[src/rtl/demux1to8_sipo.sv]
// Serial 1-to-8 demultiplexer / SIPO collector: addressed lane writes, or
// scan-mode 8-bit frame assembly handed downstream over valid/ready.
module demux1to8_sipo #(
    parameter bit LSB_FIRST = 1'b1
) (
    input  logic       clk,
    input  logic       rst,
    input  logic       din,
    input  logic       din_valid,
    input  logic       mode,
    input  logic [2:0] sel,
    input  logic       clr,
    input  logic       out_ready,
    output logic [7:0] q,
    output logic       out_valid,
    output logic       overrun,
    output logic [2:0] idx
);

    typedef enum logic {COLLECT = 1'b0, FULL = 1'b1} state_t;

    state_t     state;
    logic       mode_q;
    logic [7:0] stage;

    logic       mode_chg;
    logic [2:0] cnt;
    logic [2:0] lane;
    logic [7:0] stg;
    logic [7:0] frame;
    logic       consume;

    assign out_valid = (state == FULL);

    // A mode change restarts the frame; the same cycle's bit is taken at count 0.
    always_comb begin
        mode_chg    = (mode != mode_q);
        cnt         = mode_chg ? 3'd0 : idx;
        stg         = mode_chg ? 8'h00 : stage;
        lane        = LSB_FIRST ? cnt : (3'd7 - cnt);
        frame       = stg;
        frame[lane] = din;
        consume     = out_valid & out_ready;
    end

    always_ff @(posedge clk) begin
        if (rst || clr) begin
            q       <= 8'h00;
            state   <= COLLECT;
            overrun <= 1'b0;
            idx     <= 3'd0;
            stage   <= 8'h00;
            mode_q  <= mode;
        end else begin
            mode_q <= mode;
            idx    <= cnt;
            stage  <= stg;
            if (consume)
                state <= COLLECT;
            if (!mode) begin
                if (din_valid)
                    q[sel] <= din;
            end else if (din_valid) begin
                if (cnt != 3'd7) begin
                    stage[lane] <= din;
                    idx         <= cnt + 3'd1;
                end else begin
                    // Completion reloads q even when a frame is pending; a
                    // same-cycle consume saves the old frame from overrun.
                    q     <= frame;
                    state <= FULL;
                    idx   <= 3'd0;
                    stage <= 8'h00;
                    if (out_valid && !out_ready)
                        overrun <= 1'b1;
                end
            end
        end
    end

endmodule

[config.mk]
export PLATFORM = sky130hd
export DESIGN_NAME = demux1to8_sipo
export DESIGN_NICKNAME = d
export VERILOG_FILES = /design/src/rtl/demux1to8_sipo.sv
export SDC_FILE = /design/constraint.sdc
export NUM_CORES = 1
export LEC_CHECK = 0
export CAP_MARGIN = 40
export CORE_UTILIZATION = 46
export CTS_BUF_LIST = sky130_fd_sc_hd__clkbuf_16
export DETAILED_ROUTE_END_ITERATION = 12
export PLACE_DENSITY = 0.75
export SYNTH_ARGS = -nofsm -noshare
export SYNTH_HDL_FRONTEND = slang
export SYNTH_SLANG_ARGS = --single-unit
[constraint.sdc]
create_clock -name clk -period 1.2 [get_ports clk]
set_input_delay 0.24 -clock clk [delete_from_list [all_inputs] [get_ports clk]]
set_output_delay 0.24 -clock clk [all_outputs]
set_load 0.02 [all_outputs]
==> flow_summary.yaml, run 1 <==
detailed_routing:
  vias_per_cell: 6.13
  top_layer: "met4"
  m1WireLength_um: 1620
  routed_wl_um: 4220
  drt-initial-drc-count: 44
  ant_nets: 0
  firstDrtPassIters: 5
  post_drt_wl_per_cell_um: 19.2
  vias: 1348
  dr_wl_met3_um: 294
  drc: 0
  met2_length_um: 2170
global_route:
  grt.overflow.total: 0
  grt_pass1_wl_um: 5960
  grt_usage_pct: 29.1
  grt_pass1_vias: 1298
  grt_max_degree: 14
  antenna_found_initial: 0
timing:
  hold_violations: 0
  finalSetupViolCount: 20
  fin_skew_ps: 2.82
  fmax_mhz: 713
  slew-limit-headroom_pct: 79.4
  min_period_ps: 1400
  postLayoutSetupSlackWorst_ps: -203
  period_share_pct: 117
  fin_setup_tns_ps: -2290
  worstMarginPinSlew_ps: 308
  rsz0062_at_grt: "yes"
  drv_slew: 0
yosys:
  ys_top_cells_by_area: "dfxtp_1 36%, a2bb2oi_1 5.7%, mux2i_1 5.7%"
  synth_cell_types: 39
  yosysTopAreaCell: "dfxtp_1"
  synth_edf_count: 0
  synth_cells: 136
  syn_nets: 146
  synth_async_sr_flop_share_pct: 0
  netlist_area_um2: 1240
  synth_seq_cells: 22
  seq_area_frac_synth_pct: 35.6
  synth_top_area_share_pct: 35.6
  synth_ff_type: "dfxtp_1"
  syn_area_per_cell_um2: 9.10
  yosysWarnings: 0
cts:
  ctsHoldBuffers: 0
  cts_tree: "done"
  cts_buffer_depth: 2
  htree_levels: 1
  clock_latency_ps: 260
  cts_root_buf: "clkbuf_16"
  cts_made_buffers: 3
  cts_sinks: 22
  clk_pin_slew_ps: 60
pwr:
  switchingPower_w: 0.000462
  power.internal_w: 0.00153
  p_clk_share_pct: 48.5
  power_frac_comb_pct: 14.3
  fin_total_pwr_w: 0.00199
  leakagePower_nw: 0.797
  power_frac_seq_pct: 37.2
  switching_share_pct: 23.2
  power.density_nw_per_um2: 979
  vdd_drop_max_mv: 1.14
layout:
  fill_cells: 157
  drive_gt1_share_pct: 45.8
  n_antenna_cell: 0
  nets: 201
  synthToLayoutAreaGrowth_pct: 64.7
worst_hold_path:
  min_path_type: "input port to flip-flop"
  holdPathStages: 2
die:
  pin_count: 23
  dieHeight_um: 53.9
  core_area_um2: 2500
  dieArea_um2: 2900
  initial_core_util_pct: 49.5
  die_x_um: 53.9
  placementRows: 18
setup_path:
  critical_path_class: "flip-flop to flip-flop"
  cp.arrival_ps: 1550
  start_kind: "flip-flop"
  worstSetupEndpointType: "flip-flop"
  required_ps: 1340
  worstRegToRegCells: 5
  cp_max_fo: 5
flow_run:
  maxCapViolations: 0
placement:
  gp_congestion: 0.906
  hpwl_um: 2280
  port_buffers: 22
outcome:
  status: "finished with violations"
  violations: "negative setup slack"
-- layer usage --
layer,GRT usage [%],vias up
li1,-,610
met1,33.0,659
met2,51.9,62
met3,7.06,17
met4,11.0,0
met5,0,-
-- placed cells by master, fill, tap and decap left out, drive strengths merged, types with 6 or more instances in the layout --
cell type and instances:
a21oi 10, a2bb2oi 8, buf 38, dfxtp 22, dlygate4sd2 11, mux2i 7
nand2 6, nand3 6, nor2 15, o21a 7, o21ai 7, o22ai 7
-- synthesized netlist by cell type (2+ instances only) --
cell type,n
a21oi_1,10
a2bb2oi_1,8
a31oi_1,4
buf_2,3
buf_4,2
buf_6,2
clkbuf_1,2
dfxtp_1,22
mux2i_1,7
nand2_1,5
nand2b_1,4
nand3_1,3
nand3_4,2
nand3b_1,4
nor2_1,14
nor3_2,2
nor3b_2,3
o21a_1,7
o21ai_0,5
o21ai_1,2
o22ai_1,5
o22ai_2,2
xor2_1,2
-- per-stage QoR --
stage	utilization (%)	std cells	cell area (µm²)	setup slack, ps	hold WS, ps
finish	81.5	220	2040	-203	475
global route	81.5	220	2040	-269	512
CTS	78.5	218	1960	-166	461
detailed placement	65.0	202	1620	-556	450
global placement	65.0	202	1620	-526	447
floorplan	-	136	1260	-42.1	268
-- power groups by stage --
stage	combinational, W	sequential [W]	clock (W)
4_1_cts	0.000252	0.000740	0.000959
3_5_place_dp	0.000212	0.000759	0
2_1_floorplan	0.000121	0.000755	0
3_3_place_gp	0.000207	0.000757	0
5_1_grt	0.000302	0.000742	0.000999
6_report	0.000286	0.000741	0.000968
-- path summary, 6_finish.rpt --
kind / start / end / slack, ps
worst max-delay path: idx[2] / q[0] / -200
worst min-delay path: mode / mode_q / 480
worst min register to register: stage[7] / stage[7] / 490
worst max register to register: idx[2] / q[0] / -200
-- logic make-up after synthesis --
| kind of cell | after synthesis | synth area share, % |
|---|---|---|
| buffers and inverters | 10 | 5.16 |
| AND/OR/NAND/NOR | 48 | 25.6 |
| XOR/XNOR | 3 | 2.12 |
| flip-flops | 22 | 35.6 |
| multiplexers | 8 | 6.57 |
| AO/OA/AOI/OAI | 45 | 25.0 |
-- layout make-up --
type	instances	area [µm²]	area share [%]
timing repair buffer	58	518	25.4
sequential	22	453	22.2
multi-input combinational	105	921	45.2
inverter	1	3.75	0.184
clock inverter	1	30.0	1.47
tap	30	37.5	1.84
clock buffer	3	75.1	3.68
-- registers in the layout (all words and copies together) (netlist names) --
name       cells
out_valid      1
idx            3
q              8
mode_q         1
stage          8
overrun        1
-- critical path: stages (launching register included) --
cell      delay, ps
dfxtp_4         350
buf_6           130
or3_4           350
nand2_4         110
mux2i_4         250
a211oi_2         90
-- what timing repair did --
item                                    4_1_cts  5_1_grt
pin swaps                                    25       19
gates resized for setup                      66       20
gates cloned                                  0        1
endpoints found under the setup margin       34       25
setup buffers                                12        2
No activity file was read; power rests on OpenSTA's default activity.
==> run 2, diff against run 1 <==
--- a/config.mk
+++ b/config.mk
@@ -6,10 +6,11 @@
 export NUM_CORES = 1
 export LEC_CHECK = 0
 export CAP_MARGIN = 40
-export CORE_UTILIZATION = 46
-export CTS_BUF_LIST = sky130_fd_sc_hd__clkbuf_16
+export CORE_UTILIZATION = 48
+export CTS_BUF_LIST = sky130_fd_sc_hd__clkbuf_8
+export CTS_CLUSTER_DIAMETER = 200
 export DETAILED_ROUTE_END_ITERATION = 12
-export PLACE_DENSITY = 0.75
+export PLACE_DENSITY = 0.77
 export SYNTH_ARGS = -nofsm -noshare
 export SYNTH_HDL_FRONTEND = slang
 export SYNTH_SLANG_ARGS = --single-unit
==> run 2 against run 1 <==
The flow still finishes with violations (negative setup slack). Count of clock-buffer cells in the layout rose by 1. Final cell count fell by 3.6%. Sequential share of layout area rose by 1.1 points. Largest cell class unchanged. Highest routed layer unchanged. Combinational power barely moved.
==> flow_summary.yaml, run 2 (synthesis gave the netlist of run 1 again) <==
outcome:
  status: "finished with violations"
  violations: "negative setup slack"
global_route:
  grt_max_degree: 14
  antenna_found_initial: 0
  grt.overflow.total: 0
  grt_usage_pct: 32.1
  grt_pass1_vias: 1250
  grt_pass1_wl_um: 6280
setup_path:
  cp.arrival_ps: 1550
  worst_path_max_delay_cell: "dfxtp_4"
  cp_max_fo: 7
  worstPathCellList: "buf_12, nor3b_4, mux2i_2, a2bb2oi_2, nor2_1"
  critical_path.top_delay_family: "flip-flops"
  required_ps: 1350
  critPathBufInv: 1
  start_kind: "flip-flop"
  critical_path_class: "flip-flop to flip-flop"
  worstSetupEndpointType: "flip-flop"
  critPathMaxStageDelay_ps: 390
cts:
  cts_sinks: 22
  cts_buffer_depth: 2
  cts_tree: "done"
  ctsHoldBuffers: 0
  cts_root_buf: "clkbuf_8"
  clk_pin_slew_ps: 90
  htree_levels: 1
  clock_latency_ps: 270
  cts_made_buffers: 3
timing:
  postLayoutSetupSlackWorst_ps: -194
  slew-limit-headroom_pct: 81.0
  rsz0062_at_grt: "yes"
  drv_slew: 0
  period_share_pct: 116
  fin_skew_ps: 2.00
  hold_violations: 0
  finalSetupViolCount: 18
  fin_setup_tns_ps: -1710
  fmax_mhz: 717
  worstMarginPinSlew_ps: 279
  min_period_ps: 1390
die:
  die_x_um: 52.8
  dieHeight_um: 52.8
  core_area_um2: 2450
  pin_count: 23
  initial_core_util_pct: 50.4
  placementRows: 18
  dieArea_um2: 2790
placement:
  hpwl_um: 2250
  port_buffers: 22
  gp_congestion: 0.814
layout:
  synthToLayoutAreaGrowth_pct: 56.8
  drive_gt1_share_pct: 46.7
  nets: 193
  final_common_cell: "dfxtp_1"
  fill_cells: 144
  fin_util_pct: 79.1
  final_cell_mix: "18 x dfxtp_1, 16 x buf_4, 13 x nor2_1, 8 x dlygate4sd2_1, 8 x buf_6"
  reg_top3: "q: 8 flops, stage: 8 flops, idx: 3 flops"
  n_antenna_cell: 0
detailed_routing:
  drt-initial-drc-count: 59
  firstDrtPassIters: 4
  vias: 1293
  drc: 0
  ant_nets: 0
  vias_per_cell: 6.10
  post_drt_wl_per_cell_um: 19.6
  routed_wl_um: 4160
pwr:
  switchingPower_w: 0.000418
  power_frac_seq_pct: 46.8
  leakagePower_nw: 0.716
  p_clk_share_pct: 35.2
  switching_share_pct: 26.5
  power_frac_comb_pct: 17.9
  vdd_drop_max_mv: 0.840
  power.density_nw_per_um2: 814
  power.internal_w: 0.00116
flow_run:
  maxCapViolations: 0
worst_hold_path:
  min_path_type: "input port to flip-flop"
run 2: cell count changes in the layout (fill, tap and decap cells not counted), moves of 3 or more:
cell / change
o22ai_4: -3
clkbuf_16: -3
buf_6: -7
buf_4: -5
dlygate4sd2_1: -3
o22ai_2: +4
a2bb2oi_2: +5
clkbuf_8: +4
a2bb2oi_1: -5
run 2: final cells by class:
cell class	count	area, µm²	share of cell area, %
Clock buffer	4	55.1	2.84
Inverter	1	3.75	0.193
Multi-Input combinational cell	105	928	47.8
Sequential cell	22	453	23.3
Tap cell	30	37.5	1.93
Timing Repair Buffer	50	463	23.9
run 2: power groups by stage:
stage | logic (W) | clock network, W | registers, W
floorplan | 0.000121 | 0 | 0.000755
global placement | 0.000214 | 0 | 0.000756
detailed placement | 0.000220 | 0 | 0.000756
CTS | 0.000257 | 0.000554 | 0.000739
global route | 0.000298 | 0.000579 | 0.000741
finish | 0.000283 | 0.000557 | 0.000740
run 2: routing by layer:
metal  GRT usage (%)  routed length [µm]  part of all wire, %
met3            5.80                 231                  5.6
met2            55.1                2100                   50
met5               0                   0                    0
met4            15.8                 159                  3.8
met1            37.8                1670                   40
run 2: repair_timing:
item | CTS | global route
gates resized for setup | 54 | 26
gates cloned | 2 | 0
setup buffers | 6 | 0
endpoints found under the setup margin | 34 | 25
pin swaps | 13 | 8
run 2: path summary, 6_finish.rpt:
| kind | startpoint | endpoint | cells past startpoint | slack, ps |
|---|---|---|---|---|
| max | idx[0] | stage[1] | 5 | -190 |
| min | mode | mode_q | 2 | 460 |
| min reg2reg | overrun | overrun | 2 | 480 |
| max reg2reg | idx[0] | stage[1] | 5 | -190 |
run 2: per-stage QoR:
step | instance area, µm² | hold WS (ps) | instances | power (W) | worst slack, ps
after global placement | 1620 | 433 | 200 | 0.000970 | -444
final | 1940 | 459 | 212 | 0.00158 | -194
after detailed placement | 1620 | 430 | 200 | 0.000976 | -508
after global routing | 1940 | 476 | 212 | 0.00162 | -246
after CTS | 1860 | 444 | 212 | 0.00155 | -108
after floorplan | 1260 | 268 | 136 | 0.000875 | -42.1
